File: src/rtl/branch_resolve_unit.sv
// Branch/jump resolution at EX/MEM: one registered pcload pulse plus redirect target, then a
// shadow window that ignores wrong-path control flow. Optional perf counters under BRU_PERF_CNT_EN.
module branch_resolve_unit #(
   parameter int SHADOW_CYCLES = 2,
   parameter int XLEN          = 32
) (
   input  logic            clk,
   input  logic            rst_n,
   input  logic            stall,
   input  logic            ex_valid,
   input  logic            ex_beq,
   input  logic            ex_bne,
   input  logic            ex_jump,
   input  logic            ex_zero,
   input  logic [XLEN-1:0] ex_pc_plus4,
   input  logic [XLEN-1:0] ex_imm,
   input  logic [25:0]     ex_jaddr,
   output logic            pcload,
   output logic [XLEN-1:0] pc_target,
   output logic            busy
`ifdef BRU_PERF_CNT_EN
   ,
   output logic [31:0]     perf_branches,
   output logic [31:0]     perf_taken
`endif
);

   localparam logic [1:0] ST_IDLE     = 2'd0;
   localparam logic [1:0] ST_REDIRECT = 2'd1;
   localparam logic [1:0] ST_SHADOW   = 2'd2;
   localparam logic [2:0] SHADOW_INIT = 3'(SHADOW_CYCLES - 1);

   logic [1:0]      state_q, state_d;
   logic [2:0]      cnt_q, cnt_d;
   logic            pcload_q, pcload_d;
   logic [XLEN-1:0] target_q, target_d;

   logic            is_ctl;
   logic            taken;
   logic [XLEN-1:0] br_target;
   logic [XLEN-1:0] j_target;

   assign is_ctl    = ex_valid & (ex_jump | ex_beq | ex_bne);
   assign br_target = ex_pc_plus4 + (ex_imm << 2);
   assign j_target  = {ex_pc_plus4[XLEN-1:28], ex_jaddr, 2'b00};

   // Type priority jump > beq > bne decides which condition applies.
   always_comb begin
      taken = 1'b0;
      if (ex_jump)     taken = 1'b1;
      else if (ex_beq) taken = ex_zero;
      else if (ex_bne) taken = ~ex_zero;
      taken = taken & ex_valid;
   end

   always_comb begin
      state_d  = state_q;
      cnt_d    = cnt_q;
      pcload_d = pcload_q;
      target_d = target_q;
      if (!stall) begin
         case (state_q)
            ST_IDLE: begin
               if (taken) begin
                  state_d  = ST_REDIRECT;
                  pcload_d = 1'b1;
                  target_d = ex_jump ? j_target : br_target;
               end
            end
            ST_REDIRECT: begin
               state_d  = ST_SHADOW;
               pcload_d = 1'b0;
               cnt_d    = SHADOW_INIT;
            end
            ST_SHADOW: begin
               if (cnt_q == 3'd0) state_d = ST_IDLE;
               else               cnt_d   = cnt_q - 3'd1;
            end
            default: begin
               state_d  = ST_IDLE;
               pcload_d = 1'b0;
               cnt_d    = 3'd0;
            end
         endcase
      end
   end

   always_ff @(posedge clk or negedge rst_n) begin
      if (!rst_n) begin
         state_q  <= ST_IDLE;
         cnt_q    <= 3'd0;
         pcload_q <= 1'b0;
         target_q <= '0;
      end else begin
         state_q  <= state_d;
         cnt_q    <= cnt_d;
         pcload_q <= pcload_d;
         target_q <= target_d;
      end
   end

   assign pcload    = pcload_q;
   assign pc_target = target_q;
   assign busy      = (state_q != ST_IDLE);

`ifdef BRU_PERF_CNT_EN
   logic [31:0] perf_branches_q, perf_branches_d;
   logic [31:0] perf_taken_q, perf_taken_d;
   logic        sampled;

   // Only instructions seen by an unstalled IDLE FSM count; shadow-window ones are wrong-path.
   assign sampled = (state_q == ST_IDLE) & ~stall & is_ctl;

   always_comb begin
      perf_branches_d = perf_branches_q;
      perf_taken_d    = perf_taken_q;
      if (sampled)         perf_branches_d = perf_branches_q + 32'd1;
      if (sampled & taken) perf_taken_d    = perf_taken_q + 32'd1;
   end

   always_ff @(posedge clk or negedge rst_n) begin
      if (!rst_n) begin
         perf_branches_q <= 32'd0;
         perf_taken_q    <= 32'd0;
      end else begin
         perf_branches_q <= perf_branches_d;
         perf_taken_q    <= perf_taken_d;
      end
   end

   assign perf_branches = perf_branches_q;
   assign perf_taken    = perf_taken_q;
`endif

endmodule

File: config.mk
export PLATFORM = sky130hd
export DESIGN_NAME = branch_resolve_unit
export DESIGN_NICKNAME = d
export VERILOG_FILES = /design/src/rtl/branch_resolve_unit.sv
export SDC_FILE = /design/constraint.sdc
export NUM_CORES = 1
export LEC_CHECK = 0
export CORE_MARGIN = 5
export CORE_UTILIZATION = 44
export DETAILED_ROUTE_END_ITERATION = 12
export HOLD_SLACK_MARGIN = 0.03
export PLACE_DENSITY = 0.85
export SYNTH_ARGS = -nofsm -noshare
export SYNTH_HDL_FRONTEND = slang
export SYNTH_SLANG_ARGS = --single-unit
File: constraint.sdc
create_clock -name clk -period 1.99 [get_ports clk]
set_input_delay 0.597 -clock clk [delete_from_list [all_inputs] [get_ports clk]]
set_output_delay 0.597 -clock clk [all_outputs]
set_load 0.005 [all_outputs]
* Word-level counts from Yosys, hierarchy flattened
Index checks and enable logic that the tools add are counted.
** Cells by class
- Magnitude comparators :: 0
- Shift-type cells :: 0
- Multiply operators :: 0
- Mux-type cells :: 11
- Divide/modulo/power cells :: 0
- Equal/unequal tests :: 5
- Bitwise gates (word level) :: 5
- Reduce and logical (&&, ||, !) cells :: 7
- $add $sub $neg :: 2
** Operator list (number)
- adder 32 bit :: 1
- 2-to-1 mux 32 bit :: 1
- AND reduction 3 bit :: 4
- case mux 3 bit (3 select lines) :: 1
- inequality test 2 bit, second input constant :: 3
- case mux 2 bit (3 select lines) :: 1
- 2-to-1 mux 1 bit :: 4
- 2-to-1 mux 2 bit :: 2
- inverter 1 bit :: 4
- logical NOT 3 bit :: 1
- 2-to-1 mux 3 bit :: 1
- subtractor 3 x 1 -> 3 bit, second input constant :: 1
- == test 2 x 1 -> 1 bit, second input constant :: 1
- == test 2 bit, second input constant :: 1
- logical NOT 2 bit :: 1
- case mux 1 bit (2 select lines) :: 1
- nonzero test 2 bit :: 1
- bitwise AND 1 bit :: 1
** Storage, ports and cells
- Output and inout bits :: 34
- Bits in read-only memories :: 0
- Latch bits :: 0
- Memory bits (writable) :: 0
- Bits in registers :: 38
- Logic and storage cells :: 34
- Memories kept :: 0

* Logic depth before layout (Yosys ltp)
- Depth in word-level cells :: 7
- Depth in mapped cells :: 11

* Least setup slack after synthesis
No wires, ideal clock.
- Kind :: input port to flip-flop
- Start point :: input ex_pc_plus4[2]
- End point :: register target_q[28], in the netlist pc_target[28]
- Path buffers :: 0
- Cell stages on the path :: 11
- Slack :: -892 ps
- Arrival :: 2745 ps
- Path through :: ha_1 -> fa_1 -> a21o_1 -> a21boi_0 -> o21ai_1 -> a31o_2 -> a2111oi_0 -> o21ai_1 -> xor2_1 -> mux2i_1 -> a21oi_1
** Between the ends
- Longest elaborated chain between the ends :: 2
** Ends and longest elaborated chain
- start: declaration :: RTL line 15 : input logic [XLEN-1:0] ex_pc_plus4,
- adder 32 bit :: RTL line 44 : assign br_target = ex_pc_plus4 + (ex_imm << 2);
- 2-to-1 mux 32 bit :: RTL line 67 : target_d = ex_jump ? j_target : br_target;
- end signal: assignment :: RTL line 98 : target_q <= target_d;
- end: declaration :: RTL line 36 : logic [XLEN-1:0] target_q, target_d;
No other way between the ends.
A chain may end at the register's enable or synchronous reset.

* Final worst setup path
- Start point :: input ex_imm[0]
- End point :: register target_q[28], in the netlist pc_target[28]
** Between the ends
- Longest elaborated chain between the ends :: 2
** Ends and longest elaborated chain
- start: declaration :: RTL line 16 : input logic [XLEN-1:0] ex_imm,
- adder 32 bit :: RTL line 44
- 2-to-1 mux 32 bit :: RTL line 67
No other way between the ends.

==> metrics.md <==
| Metric | Value |
|---|---|
| Status | finished with violations |
| Failing checks | negative setup slack |
| Post-Syn Area per Cell | 8.14 µm² |
| Combinational share of power | 0.606 |
| Routed WL | 16.0 mm |
| Static Leak | 2.87 nW |
| Pin count of the biggest net entering global routing | 36 |
| Post-DP HPWL | 9.43 mm |
| FF/Latch Area | 951 µm² |
| Final Hold Fails | 0 |
| Clock sink count | 38 |
| Cell Pwr Density | 786 nW/µm² |
| Die height | 96.0 µm |
| Core footprint | 7210 µm² |
| Sw frac | 0.377 |
| Synth area leaders | dfrtp_1 (29%), ha_1 (13%), o21ai_0 (6.1%) |
| R2r setup slk | 90 ps |
| Met1 Use GR | 0.330 |
| Peak supply drop | 0.411 mV |
| Htree depth | 2 |
| Clk_lat worst skew | 280 ps |
| Worst slew pin tran | 502 ps |
| WL per Instance | 21.7 µm |
| Headroom to the max-slew limit | 0.663 |
| Kind of critical path | in -> reg |
| First-pass DRT Iterations | 5 |
| CP Data Required Time | 2190 ps |
| Slew Viols, Final | 0 |
| Row count | 31 |
| DP Area | 5380 µm² |
| Multi-input gate area | 2840 µm² |
| Initial DRC count | 337 |
| Area growth syn-to-layout | 94.5% |
| Main combinational cell family by area after synthesis | compound AO/OA/AOI/OAI gates |
| Post-Place Setup Slack | -1260 ps |
| Number of global-route vias before repair | 4448 |
| Initial core utilization | 0.451 |
| GR Layer Usage met3 | 0.0391 |
| Total GRT Usage | 0.298 |
| Register area share after synthesis | 0.292 |
| Routability Congestion | 0.977 |
| Full die area | 9220 µm² |
| First-pass GRT wire length | 21.4 mm |
| Fin area | 6330 µm² |
| Finish-stage setup viols | 25 |
| Max-Cap Viols | 0 |
| Synth Flop Type | dfrtp_1 |
| Post-synth EDFFs | 0 |
| Xor and xnor area share after synthesis | 0.0592 |
| Adder-Cell Fraction of Synth Area | 0.137 |
| Fill cell count | 338 |
| Cell-internal power | 0.00310 W |
| Most frequent cells in the layout | buf_4 (97), clkdlybuf4s50_1 (83), nand2_1 (44) |
| Grt ovf | 0 |
| Post-synth ARST share | 1.00 |
| Met2 Usage GRT | 0.546 |
| Synth Register Bits | 38 |
| Die width | 96.0 µm |
| Cts bufs inserted | 5 |
| # diodes | 0 |
| Input/output buffers | 129 |
| Synth Area in Compound Gates | 0.264 |
| Simple-gate share of the synthesized area | 0.175 |
| Worst-path fanout max | 4 |
| Commonest non-fill, non-tap cell in the layout | buf_4 |
| Yosys top cell by area | dfrtp_1 |
| Mapped Area | 3260 µm² |
| Mux contribution to synthesized area | 0.0373 |
| Synth warn | 0 |
| Worst setup margin | -825 ps |
| Max Clk Rate | 355 MHz |
| # hold bufs at CTS | 0 |
| RSZ-0062 raised after global routing | yes |
| Root Driver | clkbuf_8 |
| Hold Crit Class | in -> async |
| Worst Clk Skew | 4.65 ps |
| Crit path launch type | primary input |
| TritonCTS clock tree | yes |
| Crit path DAT | 3010 ps |
| Vias/cell | 6.03 |
| Unique masters post-synth | 53 |
| Clk slew on worst S/H paths | 80 ps |
| Clk buf depth | 2 |
| Post-synthesis cell count | 400 |
| Share of cells above drive strength 1 | 0.397 |
| Final #Nets | 770 |
| GR peak layer | met2 |
| Reg power frac | 0.280 |
| Final Critical Period | 2810 ps |
| Fin crit share | 1.41 |
| Yosys top cell area share | 0.292 |
| Initial antenna violation count | 0 |
| DR vias | 4447 |
| Ports | 132 |
| Antenna Nets Post-Route | 0 |
| Syn_nets | 533 |
| Nature of the critical path endpoint | flop |
| Switching Power | 0.00188 W |
| Clock network power share | 0.114 |
| DRC Markers | 0 |
==> power by group through the flow <==
stage	combinational, W	clock [W]	sequential (W)
5_1_grt	0.00320	0.000603	0.00143
6_report	0.00302	0.000565	0.00139
4_1_cts	0.00269	0.000556	0.00136
3_3_place_gp	0.00234	0	0.00136
2_1_floorplan	0.00102	0	0.00137
3_5_place_dp	0.00244	0	0.00138
==> per-stage QoR <==
| stage | setup TNS (ps) | hold WS [ps] | cells | utilization | power [W] |
|---|---|---|---|---|---|
| 2_1_floorplan | -7750 | 301 | 400 | - | 0.00239 |
| 3_3_place_gp | -27760 | 449 | 692 | 0.746 | 0.00370 |
| 3_5_place_dp | -30680 | 455 | 692 | 0.746 | 0.00382 |
| 4_1_cts | -8310 | 192 | 725 | 0.837 | 0.00461 |
| 5_1_grt | -13520 | 181 | 737 | 0.878 | 0.00524 |
| 6_report | -11670 | 181 | 737 | 0.878 | 0.00498 |
==> flip-flops by register name (all words and copies together), names as in the netlist <==
signal	count
cnt_q	3
state_q	2
pc_target	32
pcload	1
==> cells in the mapped netlist, types with 8 or more instances <==
| cell | instances |
|---|---|
| a21o_1 | 10 |
| a21oi_1 | 39 |
| clkbuf_1 | 10 |
| dfrtp_1 | 38 |
| ha_1 | 34 |
| inv_1 | 15 |
| mux2i_1 | 11 |
| nand2_1 | 47 |
| nor2_1 | 33 |
| o21ai_0 | 40 |
| xnor2_1 | 14 |
| xor2_1 | 8 |
==> path summary, 6_finish.rpt <==
kind                               from            end  cells after the start
hold / removal                    rst_n   pc_target[2]                      1
hold reg to reg            pc_target[0]   pc_target[0]                      2
min in group clk           pc_target[0]   pc_target[0]                      2
setup reg to reg             state_q[1]  pc_target[19]                      6
setup / recovery              ex_imm[0]  pc_target[28]                     12
max in group asynchronous         rst_n  pc_target[31]                      2
==> final cells by class <==
cell class / count / share of cell area
Clock inverter: 2 / 0.00198
Clock buffer: 6 / 0.0130
Timing Repair Buffer: 245 / 0.357
Inverter: 15 / 0.00889
Sequential cell: 38 / 0.150
Multi-Input combinational cell: 332 / 0.449
Tap cell: 99 / 0.0196
==> timing repair <==
item                       4_1_cts  5_1_grt
pin swaps                       95       62
setup endpoints to repair       33       31
gates cloned                     0        3
setup buffers                   27       14
resized for setup              230       49
==> routing by layer <==
metal / share of wire / wire length (µm) / vias up
li1: - / - / 1922
met1: 0.35 / 5630 / 2062
met2: 0.49 / 7880 / 340
met3: 0.076 / 1220 / 123
met4: 0.079 / 1250 / 0
met5: 0 / 0 / -
==> kinds of logic after synthesis <==
group / Yosys count
AO/OA/AOI/OAI: 139
multiplexers: 12
buffers and inverters: 30
XOR/XNOR: 22
adder cells (fa/ha/maj): 35
AND/OR/NAND/NOR: 124
flip-flops: 38
==> critical path: stages <==
cell	delay, ps
buf_6	100
ha_4	150
fa_2	370
a21o_1	210
a21boi_4	170
o21ai_2	110
a31o_4	280
a2111oi_4	340
o21ai_1	130
xor2_1	170
mux2i_1	130
a21oi_1	240
No activity file was read; power rests on OpenSTA's default activity.
